## src/rtl/pipe_ctrl_pkg.sv

```systemverilog
// Shared types for the pipeline hazard sequencer: FSM states, hazard causes
// and the control-output bundles each cause produces.
package pipe_ctrl_pkg;

  typedef enum logic [1:0] {
    RUN      = 2'd0,
    MEM_WAIT = 2'd1,
    FLUSH    = 2'd2
  } state_e;

  typedef enum logic [1:0] {
    CAUSE_NONE    = 2'd0,
    CAUSE_MEM     = 2'd1,
    CAUSE_BRANCH  = 2'd2,
    CAUSE_LOADUSE = 2'd3
  } cause_e;

  typedef struct packed {
    logic pc_write;
    logic ifid_hold;
    logic ifid_flush;
    logic idex_bubble;
    logic core_freeze;
  } ctrl_t;

  localparam ctrl_t CTRL_RESET = '{pc_write: 1'b0, ifid_hold: 1'b0, ifid_flush: 1'b1,
                                   idex_bubble: 1'b1, core_freeze: 1'b0};
  localparam ctrl_t CTRL_IDLE = '{pc_write: 1'b1, ifid_hold: 1'b0, ifid_flush: 1'b0,
                                  idex_bubble: 1'b0, core_freeze: 1'b0};
  localparam ctrl_t CTRL_FREEZE = '{pc_write: 1'b0, ifid_hold: 1'b1, ifid_flush: 1'b0,
                                    idex_bubble: 1'b0, core_freeze: 1'b1};
  localparam ctrl_t CTRL_BRANCH = '{pc_write: 1'b1, ifid_hold: 1'b0, ifid_flush: 1'b1,
                                    idex_bubble: 1'b1, core_freeze: 1'b0};
  localparam ctrl_t CTRL_LOADUSE = '{pc_write: 1'b0, ifid_hold: 1'b1, ifid_flush: 1'b0,
                                     idex_bubble: 1'b1, core_freeze: 1'b0};
  localparam ctrl_t CTRL_FLUSH = '{pc_write: 1'b1, ifid_hold: 1'b0, ifid_flush: 1'b1,
                                   idex_bubble: 1'b0, core_freeze: 1'b0};

  // Fixed arbitration order: memory wait beats branch beats load-use.
  function automatic cause_e run_cause(input logic busy, input logic br, input logic lu);
    if (busy)    return CAUSE_MEM;
    else if (br) return CAUSE_BRANCH;
    else if (lu) return CAUSE_LOADUSE;
    else         return CAUSE_NONE;
  endfunction

  function automatic ctrl_t cause_ctrl(input cause_e c);
    case (c)
      CAUSE_MEM:     return CTRL_FREEZE;
      CAUSE_BRANCH:  return CTRL_BRANCH;
      CAUSE_LOADUSE: return CTRL_LOADUSE;
      default:       return CTRL_IDLE;
    endcase
  endfunction

endpackage

```

## src/rtl/load_use_detect.sv

```systemverilog
// Flags an ID-stage instruction that reads the destination of a load in EX.
module load_use_detect #(
  parameter int REG_AW = 5
) (
  input  logic              id_valid_i,
  input  logic [REG_AW-1:0] id_rs1_i,
  input  logic [REG_AW-1:0] id_rs2_i,
  input  logic              idex_memread_i,
  input  logic [REG_AW-1:0] idex_rd_i,
  output logic              hit_o
);

  logic rd_nonzero;
  logic rs_match;

  // x0 is hardwired to zero, so a load targeting it never creates a hazard.
  assign rd_nonzero = |idex_rd_i;
  assign rs_match   = (idex_rd_i == id_rs1_i) || (idex_rd_i == id_rs2_i);
  assign hit_o      = id_valid_i && idex_memread_i && rd_nonzero && rs_match;

endmodule

```

## src/rtl/pipeline_hazard_ctrl.sv

```systemverilog
// Stall/flush sequencer for the 5-stage pipeline: arbitrates memory wait,
// taken branch and load-use hazards, and keeps saturating statistics.
module pipeline_hazard_ctrl
  import pipe_ctrl_pkg::*;
#(
  parameter int REG_AW       = 5,
  parameter int FLUSH_CYCLES = 1,
  parameter int MEM_TIMEOUT  = 64,
  parameter int CNT_W        = 32
) (
  input  logic              clk,
  input  logic              reset,
  input  logic              id_valid,
  input  logic [REG_AW-1:0] id_rs1,
  input  logic [REG_AW-1:0] id_rs2,
  input  logic              idex_memread,
  input  logic [REG_AW-1:0] idex_rd,
  input  logic              ex_branch_taken,
  input  logic              dmem_busy,
  output logic              pc_write,
  output logic              ifid_hold,
  output logic              ifid_flush,
  output logic              idex_bubble,
  output logic              core_freeze,
  output logic [CNT_W-1:0]  stall_cnt,
  output logic [CNT_W-1:0]  flush_cnt,
  output logic              err_timeout
);

  localparam int                WAIT_W   = $clog2(MEM_TIMEOUT + 1);
  localparam logic [WAIT_W-1:0] WAIT_MAX = WAIT_W'(MEM_TIMEOUT);
  localparam logic [3:0]        FL_INIT  = 4'(FLUSH_CYCLES - 1);

  state_e            state_q, state_d;
  logic [WAIT_W-1:0] wait_cnt_q, wait_cnt_d;
  logic [3:0]        fl_cnt_q, fl_cnt_d;
  logic [CNT_W-1:0]  stall_cnt_q, stall_cnt_d;
  logic [CNT_W-1:0]  flush_cnt_q, flush_cnt_d;
  logic              err_q, err_d;
  logic              lu_hit;
  cause_e            cause;
  ctrl_t             ctrl;

  function automatic logic [CNT_W-1:0] sat_inc(input logic [CNT_W-1:0] v);
    return (&v) ? v : v + 1'b1;
  endfunction

  function automatic logic [WAIT_W-1:0] wait_inc(input logic [WAIT_W-1:0] v);
    return (v >= WAIT_MAX) ? v : v + 1'b1;
  endfunction

  load_use_detect #(
    .REG_AW(REG_AW)
  ) u_lu (
    .id_valid_i     (id_valid),
    .id_rs1_i       (id_rs1),
    .id_rs2_i       (id_rs2),
    .idex_memread_i (idex_memread),
    .idex_rd_i      (idex_rd),
    .hit_o          (lu_hit)
  );

  always_comb begin
    state_d     = state_q;
    wait_cnt_d  = dmem_busy ? wait_inc(wait_cnt_q) : '0;
    fl_cnt_d    = fl_cnt_q;
    stall_cnt_d = stall_cnt_q;
    flush_cnt_d = flush_cnt_q;
    err_d       = err_q;
    cause       = CAUSE_NONE;
    ctrl        = CTRL_IDLE;

    if (reset) begin
      ctrl        = CTRL_RESET;
      state_d     = RUN;
      wait_cnt_d  = '0;
      fl_cnt_d    = '0;
      stall_cnt_d = '0;
      flush_cnt_d = '0;
      err_d       = 1'b0;
    end else begin
      case (state_q)
        FLUSH: begin
          // A branch in EX is ignored here: EX holds the bubble we inserted.
          if (dmem_busy) begin
            ctrl        = CTRL_FREEZE;
            stall_cnt_d = sat_inc(stall_cnt_q);
          end else begin
            ctrl     = CTRL_FLUSH;
            fl_cnt_d = fl_cnt_q - 4'd1;
            if (fl_cnt_q <= 4'd1) state_d = RUN;
          end
        end
        default: begin
          // MEM_WAIT with memory ready behaves exactly like RUN.
          cause = run_cause(dmem_busy, ex_branch_taken, lu_hit);
          ctrl  = cause_ctrl(cause);
          case (cause)
            CAUSE_MEM: begin
              state_d     = MEM_WAIT;
              stall_cnt_d = sat_inc(stall_cnt_q);
              if (state_q != MEM_WAIT) wait_cnt_d = WAIT_W'(1);
            end
            CAUSE_BRANCH: begin
              flush_cnt_d = sat_inc(flush_cnt_q);
              if (FLUSH_CYCLES > 1) begin
                state_d  = FLUSH;
                fl_cnt_d = FL_INIT;
              end else begin
                state_d = RUN;
              end
            end
            CAUSE_LOADUSE: begin
              stall_cnt_d = sat_inc(stall_cnt_q);
              state_d     = RUN;
            end
            default: state_d = RUN;
          endcase
        end
      endcase
      if (dmem_busy && (wait_cnt_d >= WAIT_MAX)) err_d = 1'b1;
    end
  end

  always_ff @(posedge clk) begin
    state_q     <= state_d;
    wait_cnt_q  <= wait_cnt_d;
    fl_cnt_q    <= fl_cnt_d;
    stall_cnt_q <= stall_cnt_d;
    flush_cnt_q <= flush_cnt_d;
    err_q       <= err_d;
  end

  assign pc_write    = ctrl.pc_write;
  assign ifid_hold   = ctrl.ifid_hold;
  assign ifid_flush  = ctrl.ifid_flush;
  assign idex_bubble = ctrl.idex_bubble;
  assign core_freeze = ctrl.core_freeze;
  assign stall_cnt   = stall_cnt_q;
  assign flush_cnt   = flush_cnt_q;
  assign err_timeout = err_q;

endmodule

```

## config.mk

```make
export PLATFORM = sky130hd
export DESIGN_NAME = pipeline_hazard_ctrl
export DESIGN_NICKNAME = d
export VERILOG_FILES = /design/src/rtl/pipe_ctrl_pkg.sv /design/src/rtl/load_use_detect.sv /design/src/rtl/pipeline_hazard_ctrl.sv
export SDC_FILE = /design/constraint.sdc
export NUM_CORES = 1
export LEC_CHECK = 0
export CORE_MARGIN = 3
export CORE_UTILIZATION = 50
export CTS_CLUSTER_SIZE = 12
export DETAILED_ROUTE_END_ITERATION = 7
export PLACE_DENSITY_LB_ADDON = 0.25
export SETUP_SLACK_MARGIN = 0.2
export SYNTH_ARGS = -nofsm -noshare
export SYNTH_HDL_FRONTEND = slang
export SYNTH_HIERARCHICAL = 1
export SYNTH_SLANG_ARGS = --single-unit
export TNS_END_PERCENT = 10
```

## constraint.sdc

```tcl
create_clock -name clk -period 3.2 [get_ports clk]
set_input_delay 0.32 -clock clk [delete_from_list [all_inputs] [get_ports clk]]
set_output_delay 0.32 -clock clk [all_outputs]
set_load 0.02 [all_outputs]
```

---- After elaboration in Yosys (flattened, before gate mapping) ----
Index checks and enable logic that the tools add are counted.
operators by class
  add/subtract/negate cells ............... 4
  mux-type cells .......................... 23
  reduce and logical (&&, ||, !) cells .... 14
  equal/unequal tests ..................... 10
  $lt $le $gt $ge ......................... 3
  bitwise operators ....................... 3
operators by type and width
  kind                     count
  $mux W32                 4
  $add A32 B1 Y32 const B  2
  $reduce_and A32 Y1       2
  $mux W7                  6
  $mux W2                  8
  $mux W5                  3
  $pmux W5 S3              1
  $ge A7 B7 Y1 const B     2
  $eq A5 B5 Y1             2
  $add A7 B1 Y7 const B    1
  $eq A2 B2 Y1 const B     3
  $ne A2 B2 Y1 const B     3
  $reduce_and A2 Y1        3
  $reduce_or A5 Y1         1
  $le A4 B1 Y1 const B     1
  $logic_and A1 B1 Y1      4
  $sub A4 B1 Y4 const B    1
  $not A1 Y1               3
  $reduce_and A3 Y1        1
  $eq A2 B1 Y1 const B     1
  $ne A2 B1 Y1 const B     1
  $reduce_bool A2 Y1       1
  $reduce_or A2 Y1         1
  $logic_or A1 B1 Y1       1
  $mux W1                  1
storage, ports and cells
  output and inout port bits .............. 70
  register bits ........................... 78

---- Depth between registers and ports, before layout ----
Gate-level depths: netlist of the first run.
  word-level depth ........................ 14
  mapped depth ............................ 10
  gate-level depth less buffers ........... 9

---- Modules after synthesis ----
Netlist of the first run, hierarchy kept.
by module, submodules not included
  module                times used  cells an instance  area each (µm²)  sequential area each (µm²)
  pipeline_hazard_ctrl  1           448                3,778.6          1,461.4
  load_use_detect       1           17                 132.6            0.0

---- Least setup slack after synthesis of the first run ----
No wires, ideal clock.
  path type ............................... input-to-reg
  start point ............................. input idex_rd[2]
  end point ............................... register stall_cnt_q[24] (netlist: stall_cnt[24])
  setup time .............................. 0.116 ns
  setup slack ............................. 0.824 ns
  data arrival time ....................... 2.260 ns
  buffers on the path ..................... 0
  required time ........................... 3.084 ns
  stages .................................. 9
  cell sequence ........................... xor2_1 nor3_1 nand3_1 a21oi_1 nor2b_1 o2111ai_1 nor4_1 a311oi_1 a41o_1
between the ends
  word-level cells in the longest chain between the ends .. 12
RTL lines
  item                                                              line                                          source
  start: declaration                                                pipeline_hazard_ctrl.sv:17                    input logic [REG_AW-1:0] idex_rd,
  $eq A5 B5 Y1 / $reduce_or A5 Y1 (equally long branches)           load_use_detect.sv:18, load_use_detect.sv:17
  $logic_or A1 B1 Y1 / $logic_and A1 B1 Y1 (equally long branches)  load_use_detect.sv:18, load_use_detect.sv:19
  $logic_and A1 B1 Y1 (*)                                           load_use_detect.sv:19                         assign hit_o = id_valid_i && idex_memread_i && rd_nonzero && rs_match;
  via lu_hit                                                        pipeline_hazard_ctrl.sv:40                    logic lu_hit;
  $mux W2 (*)                                                       pipe_ctrl_pkg.sv:43                           else if (lu) return CAUSE_LOADUSE;
  $mux W2 (*)                                                       pipe_ctrl_pkg.sv:42                           else if (br) return CAUSE_BRANCH;
  $mux W2 (*)                                                       pipe_ctrl_pkg.sv:41                           if (busy) return CAUSE_MEM;
  $mux W2 (*)                                                       pipeline_hazard_ctrl.sv:82                    case (state_q)
  $mux W2 (*)                                                       pipeline_hazard_ctrl.sv:73                    if (reset) begin
  $eq A2 B1 Y1 / $eq A2 B2 Y1 (equally long branches)               pipeline_hazard_ctrl.sv:98                    case (cause)
  $reduce_or A2 Y1 (no source line) (*)                             --
  $reduce_bool A2 Y1 (no source line) (*)                           --
  $reduce_and A2 Y1 (no source line) (*)                            --
  end signal: assignment                                            pipeline_hazard_ctrl.sv:129                   stall_cnt_q <= stall_cnt_d;
  end: declaration                                                  pipeline_hazard_ctrl.sv:37                    logic [CNT_W-1:0] stall_cnt_q, stall_cnt_d;
The timed path passes the listed nets; every way through them passes the cells marked *. The select of a mux whose other input is x is not followed.
A chain may end at the register's enable or synchronous reset.

---- Worst setup path in the final report of the first run ----
  start point ............................. input idex_rd[2]
  end point ............................... output ifid_hold
between the ends
  word-level cells in the longest chain between the ends .. 12
RTL lines
  item                                                              line                                          source
  $eq A5 B5 Y1 / $reduce_or A5 Y1 (equally long branches)           load_use_detect.sv:18, load_use_detect.sv:17
  $logic_or A1 B1 Y1 / $logic_and A1 B1 Y1 (equally long branches)  load_use_detect.sv:18, load_use_detect.sv:19
  $logic_and A1 B1 Y1 (*)                                           load_use_detect.sv:19
  via lu_hit                                                        pipeline_hazard_ctrl.sv:40
  $mux W2 (*)                                                       pipe_ctrl_pkg.sv:43
  $mux W2 (*)                                                       pipe_ctrl_pkg.sv:42
  $mux W2 (*)                                                       pipe_ctrl_pkg.sv:41
  $mux W2 (*)                                                       pipeline_hazard_ctrl.sv:82
  $mux W2 (*)                                                       pipeline_hazard_ctrl.sv:73
  $eq A2 B2 Y1 / $eq A2 B1 Y1 (equally long branches)               pipe_ctrl_pkg.sv:48                           case (c)
  $pmux W5 S3 (*)                                                   pipe_ctrl_pkg.sv:48
  $mux W5 (*)                                                       pipeline_hazard_ctrl.sv:82
  $mux W5 (*)                                                       pipeline_hazard_ctrl.sv:73
  end: declaration                                                  pipeline_hazard_ctrl.sv:21                    output logic ifid_hold,
Marks and branches as above.

==> results.ini, run 1 <==
[synth]
synth-compound-area-share_pct=17.7
synth-xor-area-share_pct=5.37
synthArstFlopShare_pct=0
ys_types=57
ys_seq_area_share_pct=37.4
netlist_area_mm2=0.00391
synth.net_count=490
synth_fa_ha_area_share_pct=1.28
ys_warn_count=6
syn_area_per_cell_um2=8.41
synth_mux_area_share_pct=2.62
synth_edf_count=0
synth_top_family_by_area=simple AND/OR/NAND/NOR gates
synth_flop_cell=dfxtp_1
netlist_instances=465
synth-simple-area-share_pct=31.9
synth_seq_cells=73

[floorplan]
die_area_mm2=0.00892
core.rowCount=31
io_pins=91
dieHeight_um=94.4
chipWidth_um=94.4
core_region_area_mm2=0.00741
initial_utilization_pct=52.8

[grt]
overflow=0
grt_pass1_vias=3534
grt_max_degree=34
track_usage_pct=23.1
grt_pass1_wl_mm=16.6
antenna_found_initial=0

[setup_path]
r2r_end=flush_cnt[14]
timing.rr.start=flush_cnt[11]
worstRegToRegCells=5
criticalPathCategory=input pin to output pin
cp.required_ns=2.88
r2r_slack_ns=0.65
cp_max_fo=5
endpoint_kind=output pin
start_kind=input pin
arrival_ns=2.59

[pwr]
intPower_mw=1.39
irDropWorstVdd_uv=214
p_sw_share_pct=22.5
leakagePower_nw=1.64
clkPwrFrac_pct=42.3
p_comb_share_pct=6.5
net-switching-power_uw=403
power_density_mw_per_mm2=350
power_frac_seq_pct=51.2

[finish]
drive_above_1_share_pct=8.01
layout.nets=582
antennaDiodeCount=0
nFillCells=588
area_growth_pct=31.2
fin_cells=661
finalInstanceArea_mm2=0.00513

[detailed_routing]
drc_errors=0
routed_wl_mm=10.1
num_vias=3924
wl_per_cell_um=15.3
drt_iter0_markers=230
dr.pass1.iters=4
antenna_left=0
drt-vias-per-instance=5.94

[min_path]
min_to=flush_cnt[0]
hold_depth=2
hold_start=reset
holdCritPathClass=input pin to register

[cts]
cts_tree=done
clk_path_buf_depth=2
cts_setup_buffers=0
cts_root_buf=clkbuf_8
cts_buffers=9
htreeDepth=3
clock-sinks=73
clk_latency_ns=0.34
holdBufCountCts=0
clkTransAtPathRegs_ns=0.07

[sta]
setup_ws_ns=0.288
fin_skew_ns=0.00608
slew_headroom_pct=44.2
rsz0062_at_grt=yes
setup_tns_ns=0
drv_slew=0
hold_ws_ns=0.358
fmax_ghz=0.343
worst-slew-pin-transition_ns=0.837
period_minus_slack_ns=2.91
hold_viol_final=0
setup_violations=0
fin_crit_sh_pct=91.0

[placed_design]
placed_area_mm2=0.00491
placement.io_buffers=90
dpl.cell_count=645
dp_hpwl_mm=7.38
place.gp.congestion=0.774
place_ws_ns=0.0800

[run_status]
status=completed

[flow_run]
maxCapViolations=0

cell usage after synthesis, drive strengths merged, types with 4 or more instances:
cell type / number / area [um2]
buf: 7 / 48.8
nand4: 15 / 106
a211oi: 4 / 30.0
o31ai: 13 / 97.6
a21oi: 42 / 210
nor3: 8 / 45.0
xor2: 11 / 96.3
nor2: 36 / 135
xnor2: 13 / 114
nor4: 17 / 149
mux2: 7 / 82.6
nand2: 26 / 97.6
or3: 26 / 163
nand3: 28 / 145
o21ai: 29 / 145
clkbuf: 11 / 41.3
nor2b: 12 / 75.1
ha: 4 / 50.1
o2111ai: 4 / 35.0
dfxtp: 73 / 1460
or4: 18 / 143
and4: 8 / 70.1
and3: 4 / 25.0
inv: 16 / 60.1
layout by cell type (no fill, tap or decap), types with 3 or more instances in the layout:
| cell | n |
|---|---|
| o31ai_1 | 13 |
| xor2_1 | 11 |
| xnor2_1 | 13 |
| buf_4 | 9 |
| and3_1 | 4 |
| nand4b_1 | 3 |
| inv_1 | 16 |
| nor4_1 | 13 |
| mux2_2 | 5 |
| or4_1 | 16 |
| nand4_1 | 13 |
| a21oi_1 | 41 |
| clkdlybuf4s50_1 | 88 |
| nor3_1 | 7 |
| nand2_1 | 26 |
| ha_1 | 4 |
| o21ai_0 | 28 |
| o2111ai_1 | 4 |
| clkbuf_8 | 12 |
| and4_1 | 8 |
| nand3_1 | 27 |
| a211oi_1 | 4 |
| nor2_1 | 36 |
| dfxtp_1 | 73 |
| nor2b_1 | 11 |
| and2_1 | 3 |
| or3_1 | 26 |
layout make-up:
class	instances	area [um2]	area share [%]
Clock buffer	14	173	3.37
Clock inverter	2	35.0	0.683
Inverter	16	60.1	1.17
Multi-Input combinational cell	358	2310	45.0
Sequential cell	73	1460	28.5
Tap cell	99	124	2.41
Timing Repair Buffer	99	966	18.8
logic make-up (layout without fill, tap and decap cells):
family          after synthesis  after routing
compound gates              111            111
xor+xnor                     24             24
fa+ha+maj                     4              4
buf+inv                      34            131
flops                        73             73
mux                           9              9
simple gates                210            210
worst max-delay path, stage by stage:
cell and delay, ns:
clkdlybuf4s50_1 0.47, or4_1 0.56, o211ai_2 0.18, a21oi_2 0.07, nor2b_4 0.14, nor2_1 0.20
nor2_1 0.10, clkdlybuf4s50_1 0.55
metrics by stage:
step | util (%) | power, mW
2_1_floorplan | - | 0.999
3_3_place_gp | 66.3 | 1.05
3_5_place_dp | 66.3 | 1.06
4_1_cts | 69.2 | 1.81
5_1_grt | 69.2 | 1.86
6_report | 69.2 | 1.79
layer usage:
metal,vias to the layer above,wire length (um),GRT usage [%]
met2,121,4950,37.6
li1,1931,-,-
met3,13,568,6.22
met1,1859,4520,30.3
met4,0,109,6.38
met5,-,0,0
timing repair:
| action | CTS | global route |
|---|---|---|
| hold endpoints to repair | 0 | 0 |
| cloned | 0 | 0 |
| endpoints found under the setup margin | 2 | 2 |
| gates resized for setup | 2 | 2 |
worst max path at each step:
stage	end	from
2_1_floorplan	stall_cnt[24]	idex_rd[2]
3_3_place_gp	ifid_hold	idex_rd[2]
3_5_place_dp	ifid_hold	idex_rd[2]
4_1_cts	pc_write	idex_rd[2]
5_1_grt	ifid_hold	idex_rd[2]
6_report	ifid_hold	idex_rd[2]
sequential cells by signal (all words and copies together), names as in the netlist:
name         cells
err_timeout      1
wait_cnt_q       7
flush_cnt       32
stall_cnt       32
state_q          1
power by group through the flow:
stage / Sequential, mW / Clock, mW / Combinational (mW)
final: 0.920 / 0.759 / 0.116
after global routing: 0.921 / 0.812 / 0.127
after CTS: 0.920 / 0.772 / 0.116
after detailed placement: 0.941 / 0 / 0.115
after global placement: 0.941 / 0 / 0.112
after floorplan: 0.944 / 0 / 0.0554
Note: power is estimated with default switching activity, not from simulation.
==> run 2: changes to the inputs <==
--- a/config.mk
+++ b/config.mk
@@ -13,6 +13,5 @@
 export SETUP_SLACK_MARGIN = 0.2
 export SYNTH_ARGS = -nofsm -noshare
 export SYNTH_HDL_FRONTEND = slang
-export SYNTH_HIERARCHICAL = 1
 export SYNTH_SLANG_ARGS = --single-unit
 export TNS_END_PERCENT = 10
==> results.ini, run 2 <==
[synth]
netlist_instances=434
yosysMostFrequentCell=dfxtp_1
syn_area_per_cell_um2=8.52
synth.net_count=459
synthArstFlopShare_pct=0
synth_seq_cells=73
netlist_area_mm2=0.00370
synth_flop_cell=dfxtp_1
ys_top_cells_by_count=73 x dfxtp_1, 67 x nor2_1, 36 x xor2_1, 30 x nand3_1, 26 x nand2_1
yosys.area.top_type=dfxtp_1
ys_warn_count=0
ys_seq_area_share_pct=39.5
yosys-top-cells-area=dfxtp_1 39%, xor2_1 8.5%, nor2_1 6.8%
yosys.area.top_type_share_pct=39.5
synth_edf_count=0
ys_types=53

[setup_path]
endpoint_kind=output pin
crit_chain=clkdlybuf4s50_1, or4_1, o2111a_2, a211oi_1, clkdlybuf4s50_1
cp.required_ns=2.88
timing.rr.start=flush_cnt[3]
slowest_stage=clkdlybuf4s50_1
start_kind=input pin
crit_top_cell=clkdlybuf4s50_1
criticalPathCategory=input pin to output pin
startpoint=idex_rd[0]
cp_max_fo=3
r2r_slack_ns=0.75
arrival_ns=2.56
slowest_delay_ns=0.65

[sta]
worst-slew-pin-transition_ns=0.861
rsz0062_at_grt=no
slew_headroom_pct=42.1
drv_slew=0
setup_tns_ns=0
period_minus_slack_ns=2.88
fmax_ghz=0.347
fin_crit_sh_pct=90.0
hold_viol_final=0
setup_violations=0
fin_skew_ns=0.0125

[cts]
clk_latency_ns=0.34
clock-sinks=73
cts_root_buf=clkbuf_8
cts_buffers=9
cts_setup_buffers=0
holdBufCountCts=0
cts_tree=done
htreeDepth=3
clkTransAtPathRegs_ns=0.06
clk_path_buf_depth=2
post_cts_resized=0

[detailed_routing]
routed_wl_mm=9.26
antenna_left=0
wl_per_cell_um=14.9
drc_errors=0
drt_iter0_markers=127
dr.pass1.iters=4
drt-vias-per-instance=5.59
num_vias=3481

[pwr]
power_density_mw_per_mm2=377
leakagePower_nw=1.66
irDropWorstVdd_uv=266

[grt]
antenna_found_initial=0
overflow=0
grt_max_degree=59
track_usage_pct=22.0
grt_pass1_vias=3379
grt_pass1_wl_mm=15.2

[floorplan]
die_area_mm2=0.00847
io_pins=91
initial_utilization_pct=53.0
core.rowCount=30
core_region_area_mm2=0.00698
dieHeight_um=92.0
chipWidth_um=92.0

[min_path]
hold_start=reset
holdCritPathClass=input pin to register

[placed_design]
dp_hpwl_mm=6.61
placed_area_mm2=0.00466
placement.io_buffers=90
place.gp.congestion=0.839

[finish]
final_common_cell=clkdlybuf4s50_1
drive_above_1_share_pct=7.21
nFillCells=588
antennaDiodeCount=0
layout.nets=548
area_growth_pct=31.7
final_cell_mix=89 x clkdlybuf4s50_1, 73 x dfxtp_1, 67 x nor2_1, 36 x xor2_1, 30 x nand3_1
finalInstanceArea_mm2=0.00487

[run_status]
status=completed

[flow_run]
maxCapViolations=0

run 2: worst paths after layout:
path              endpoint  cells past startpoint
max               pc_write                      5
min reg2reg  wait_cnt_q[0]                      1
min           stall_cnt[2]                      2
max reg2reg   flush_cnt[5]                      6
run 2: worst max-delay path, delay by kind of cell:
| family | cells | cell delay [ns] |
|---|---|---|
| buffers and inverters | 2 | 1.13 |
| AND/OR/NAND/NOR | 1 | 0.58 |
| AO/OA/AOI/OAI | 2 | 0.54 |
run 2: per-layer routing:
layer	wire length (um)	track usage [%]	part of all wire [%]
met5	0	0	0
met4	108	6.81	1.2
met3	701	7.79	7.6
met2	4560	38.2	49
met1	3900	25.2	42
run 2: cell type report:
type | count | area (um2) | share of cell area (%)
Multi-Input combinational cell | 338 | 2130 | 43.8
Sequential cell | 73 | 1460 | 30.0
Timing Repair Buffer | 93 | 918 | 18.8
Clock buffer | 12 | 145 | 2.98
Tap cell | 96 | 120 | 2.46
Clock inverter | 3 | 65.1 | 1.34
Inverter | 8 | 30.0 | 0.616
run 2: power by group:
group | internal, mW | switching (mW)
combinational | 0.0581 | 0.0747
clock | 0.456 | 0.326
sequential | 0.913 | 0.00830
total | 1.43 | 0.409
run 2: logic make-up after synthesis:
kind of cell	Yosys count	share of synthesized area, %
compound gates	49	9.10
xor+xnor	52	12.3
fa+ha+maj	4	1.35
buf+inv	23	2.84
flops	73	39.5
mux	11	3.58
simple gates	222	31.3
run 2: through the flow:
stage	utilization [%]	setup slack [ns]	hold slack (ns)	std cells	power (mW)
4_1_cts	69.8	0.304	0.402	623	1.85
3_3_place_gp	66.8	0.318	0.432	608	1.07
6_report	69.8	0.321	0.418	623	1.84
5_1_grt	69.8	0.231	0.413	623	1.90
2_1_floorplan	-	0.961	0.416	434	1.02
3_5_place_dp	66.8	0.315	0.443	608	1.08
